### src/rtl/reg_file_flags.sv
// reg_file_flags: general-purpose register bank feeding the ALU operands,
// with write-through bypass, hardwired-zero r0, and latched zero/negative
// status flags for the branch logic.
module reg_file_flags #(
  parameter int NUM_REGS = 32,
  parameter int DATA_W   = 32,
  parameter int ADDR_W   = 5
) (
  input  logic              clk,
  input  logic              rst_n,
  input  logic [ADDR_W-1:0] rs_addr,
  input  logic [ADDR_W-1:0] rt_addr,
  output logic [DATA_W-1:0] data1,
  output logic [DATA_W-1:0] data2,
  input  logic              cu_regWrite,
  input  logic [ADDR_W-1:0] rd_addr,
  input  logic [DATA_W-1:0] wr_data,
  input  logic              cu_flagWrite,
  input  logic              alu_zero,
  input  logic              alu_negative,
  output logic              flag_zero,
  output logic              flag_negative
);

  // One extra bit so NUM_REGS == 2**ADDR_W is representable for range checks.
  localparam logic [ADDR_W:0] NUM_REGS_L = (ADDR_W + 1)'(NUM_REGS);

  logic [DATA_W-1:0] rf_words [NUM_REGS];
  logic              wr_en;
  logic              flag_zero_reg;
  logic              flag_negative_reg;

  // A write is only real for a nonzero, in-range destination; everything
  // else (including bypass) keys off this single qualified enable.
  assign wr_en = cu_regWrite && (rd_addr != '0) && ({1'b0, rd_addr} < NUM_REGS_L);

  genvar gi;
  generate
    for (gi = 0; gi < NUM_REGS; gi++) begin : g_reg
      if (gi == 0) begin : g_zero
        assign rf_words[gi] = '0;
      end else begin : g_word
        localparam logic [ADDR_W-1:0] IDX = ADDR_W'(gi);
        logic [DATA_W-1:0] word_reg;

        // Capture write-back data when this register is the destination.
        always_ff @(posedge clk or negedge rst_n) begin
          if (!rst_n) begin
            word_reg <= '0;
          end else if (wr_en && (rd_addr == IDX)) begin
            word_reg <= wr_data;
          end
        end

        assign rf_words[gi] = word_reg;
      end
    end
  endgenerate

  // Combinational read of one port: out-of-range reads give zero, and a
  // same-cycle write to the addressed register is forwarded. Bypass is held
  // off during reset so the operands read zero while rst_n is low.
  function automatic logic [DATA_W-1:0] read_port(input logic [ADDR_W-1:0] addr);
    logic [DATA_W-1:0] val;
    val = '0;
    if ({1'b0, addr} < NUM_REGS_L) begin
      val = rf_words[addr];
    end
    if (rst_n && wr_en && (rd_addr == addr)) begin
      val = wr_data;
    end
    return val;
  endfunction

  // Operand read ports for ALU data1/data2.
  always_comb begin
    data1 = read_port(rs_addr);
    data2 = read_port(rt_addr);
  end

  // Status flags latch the ALU outputs only on a flag-capture cycle.
  always_ff @(posedge clk or negedge rst_n) begin
    if (!rst_n) begin
      flag_zero_reg     <= 1'b0;
      flag_negative_reg <= 1'b0;
    end else if (cu_flagWrite) begin
      flag_zero_reg     <= alu_zero;
      flag_negative_reg <= alu_negative;
    end
  end

  assign flag_zero     = flag_zero_reg;
  assign flag_negative = flag_negative_reg;

endmodule

### config.mk
export PLATFORM = sky130hd
export DESIGN_NAME = reg_file_flags
export DESIGN_NICKNAME = d
export VERILOG_FILES = /design/src/rtl/reg_file_flags.sv
export SDC_FILE = /design/constraint.sdc
export NUM_CORES = 2
export LEC_CHECK = 0
export CAP_MARGIN = 20
export CORE_MARGIN = 2
export CORE_UTILIZATION = 40
export DETAILED_ROUTE_END_ITERATION = 8
export MAX_ROUTING_LAYER = met4
export PLACE_DENSITY = 0.6
export SLEW_MARGIN = 0
export SYNTH_ARGS = -nofsm -noshare
export SYNTH_HDL_FRONTEND = slang
export SYNTH_SLANG_ARGS = --single-unit
### constraint.sdc
create_clock -name clk -period 2.65 [get_ports clk]
set_input_delay 0.265 -clock clk [delete_from_list [all_inputs] [get_ports clk]]
set_output_delay 0.265 -clock clk [all_outputs]
set_load 0.005 [all_outputs]
==> impl_metrics.py <==
metrics = {
    "grt": {
        "grt_max_degree": 165,
        "antenna_found_initial": 2,
        "grt_first_pass_wirelength_um": 266000,
        "grt_pass1_vias": 38400,
        "overflow": 0,
        "grt_usage_pct": 27.0,
    },
    "cells_and_area": {
        "finalCoreUtilization_pct": 49.7,
        "area_growth_pct": 23.4,
        "layout_common_cells": "mux2_2 (1069), dfrtp_1 (994), buf_4 (372)",
        "drive_gt1_share_pct": 57.7,
        "largest_reg_flops": 992,
        "insertedDiodeCount": 0,
        "final_common_cell": "mux2_2",
        "fin_nets": 4239,
        "final_cells": 6045,
    },
    "worst_setup_path": {
        "path_delay_family": "multiplexers",
        "required_ns": 2.38,
        "slowest_delay_ns": 0.48,
        "cp_slowest_cell": "mux4_2",
        "critPathLaunchType": "flop",
        "crit_chain": "mux4_2, mux2_4, a211oi_4, buf_6, o31ai_2, buf_2",
        "critPathMaxFanout": 2,
        "arrival_ns": 2.50,
        "endpoint_kind": "output pin",
        "cp.buffers_inverters": 2,
        "critical_path_class": "flop to output pin",
    },
    "floorplanning": {
        "die-width_um": 371,
        "die_h_um": 371,
        "io_pins": 119,
        "placement_rows": 134,
        "design.core.area_mm2": 0.133,
        "initial_core_util_pct": 40.3,
        "die-area_mm2": 0.137,
    },
    "synthesis": {
        "synth-compound-area-share_pct": 5.56,
        "synth_xor_area_share_pct": 0.163,
        "syn-num-nets": 3895,
        "synth_top_area_share_pct": 46.2,
        "synthSimpleGateAreaFrac_pct": 2.82,
        "synthAdderAreaFrac_pct": 0,
        "muxShareOfSynthArea_pct": 41.5,
        "ys_ff_latch": 994,
        "synth_top_family_by_area": "multiplexers",
        "ys_warn_count": 0,
        "netlist_area_mm2": 0.0538,
        "synth_cell_types": 43,
        "avgSynthCellArea_um2": 14.0,
        "yosys-top-cells-area": "dfrtp_1 (46%), mux2_2 (23%), mux4_2 (15%)",
        "yosysSeqAreaShare_pct": 46.2,
        "syn_inst": 3842,
        "yosys.area.top_type": "dfrtp_1",
    },
    "route": {
        "drtPass1Iterations": 5,
        "routed_wl_um": 180000,
        "vias": 37300,
        "ant_nets": 0,
        "drt_iter0_markers": 3273,
        "wl_per_cell_um": 29.7,
        "via_per_inst": 6.17,
        "drcViolationCount": 0,
    },
    "cts": {
        "cts_tree": "done",
        "cts-root-buf": "clkbuf_16",
        "clock-sinks": 994,
        "h-tree-depth": 3,
        "clock_latency_ns": 0.72,
        "cts_buffers": 110,
        "cts.clk_slew.worst_paths_ns": 0.06,
        "cts.path.max_buffers": 3,
    },
    "worst_hold_path": {
        "min_path_type": "input pin to asynchronous set/reset pin",
    },
    "sta": {
        "clock.fmax_mhz": 361,
        "final.setup.worst_slack_ns": -0.120,
        "finClkSkew_ns": 0,
        "final_max_slew_viol_count": 0,
        "grt_setup_unrepaired": "true",
        "fin_hold_ws_ns": -0.0839,
        "final_hold_viol_count": 29,
        "min_period_ns": 2.77,
        "worst_pin_slew_ns": 1.04,
        "maxSlewHeadroom_pct": 30.6,
        "finalSetupViolCount": 8,
        "finalCritPeriodShare_pct": 105,
    },
    "placed_design": {
        "io_buffers": 118,
        "gp_congestion": 0.869,
        "dp.cells": 5767,
        "hpwl_um": 117000,
    },
    "power": {
        "p_leak_nw": 29.1,
        "peakVddDrop_v": 0.000552,
        "cellPowerDensity_mw_per_mm2": 727,
        "p_total_mw": 48.2,
    },
    "run_status": {
        "status": "complete, but fails checks",
        "violations": "hold timing, setup timing",
    },
    "run": {
        "cap_violations": 0,
    },
}
-- logic make-up (layout without fill, tap and decap cells) --
logic type | after synthesis | count (layout)
AO/OA/AOI/OAI | 431 | 431
XOR/XNOR | 10 | 10
buffers and inverters | 424 | 859
flip-flops | 994 | 994
multiplexers | 1650 | 1650
AND/OR/NAND/NOR | 333 | 333
-- cell usage after synthesis (all sizes together) --
cell and number:
mux2 1100, dfrtp 994, mux4 352, buf 220, clkbuf 202, mux2i 198, nand2 176, a221oi 104
o22ai 104, o21ai 59, a22oi 48, nor2 47, a21oi 33, o31ai 32, or3 32, nor3 28
a31oi 25, o22a 14, nand2b 10, nor2b 8, o21bai 8, nand3 6, xor2 6, nand3b 4
nand4 4, xnor2 4, a211oi 3, and2 3, and3 3, or2 3, and2b 2, and4 2
inv 2, nand4b 2, nor3b 2, and3b 1, o221ai 1
-- metrics by stage --
| stage | hold slack, ns | cell area, µm² | TNS (ns) | worst slack, ns |
|---|---|---|---|---|
| after floorplan | -0.0306 | 53800 | 0 | 0.672 |
| after global placement | 0.474 | 60600 | -16.70 | -0.371 |
| after detailed placement | 0.475 | 60600 | -15.17 | -0.374 |
| after CTS | 0.108 | 66000 | -1.46 | -0.151 |
| after global routing | 0.0500 | 66400 | -1.42 | -0.156 |
| final | -0.0839 | 66400 | -0.393 | -0.120 |
-- metal layers --
| metal | global-route usage, % | routed length, µm |
|---|---|---|
| met1 | 38.0 | 80100 |
| met2 | 40.4 | 82200 |
| met3 | 4.07 | 12300 |
| met4 | 8.18 | 5270 |
| met5 | - | 0 |
-- report_power, final --
group	switching (mW)	total [mW]	internal (mW)
Clock	6.64	17.0	10.3
Sequential	2.10	20.3	18.2
Combinational	4.49	11.0	6.50
Total	13.2	48.2	35.0
-- layout make-up --
cell class | instances | area, µm²
clock buffer | 163 | 3380
timing repair buffer | 654 | 6860
fill | 11500 | 67100
inverter | 2 | 7.51
multi-input combinational | 2424 | 28400
sequential | 994 | 24900
clock inverter | 40 | 646
tap | 1768 | 2210
-- worst register-to-register path, cell delays in order (launching register included) --
cell and delay, ns:
dfrtp_1 0.40, buf_6 0.12, buf_4 0.12, mux2_2 0.26
-- worst paths after layout --
check | from | to | slack (ns) | depth (start not counted)
hold / removal | rst_n | g_reg[15].g_word.word_reg[29] | -0.08 | 3
min in group clk | alu_zero | flag_zero | 0.15 | 2
max in group asynchronous | rst_n | g_reg[27].g_word.word_reg[2] | 1.15 | 4
hold reg to reg | g_reg[21].g_word.word_reg[19] | g_reg[21].g_word.word_reg[19] | 0.51 | 1
setup reg to reg | g_reg[7].g_word.word_reg[14] | g_reg[7].g_word.word_reg[14] | 1.63 | 3
setup / recovery | g_reg[31].g_word.word_reg[8] | data2[8] | -0.12 | 6
-- what timing repair did --
item / CTS / global route
hold buffers: 1 / 0
gates resized for setup: 438 / 85
endpoints found under the setup margin: 64 / 56
endpoints found under the hold margin: 134 / 0
pin swaps: 110 / 53
setup buffers: 84 / 11
gates cloned: 1 / 0
Power figures use the tool's default switching activity.
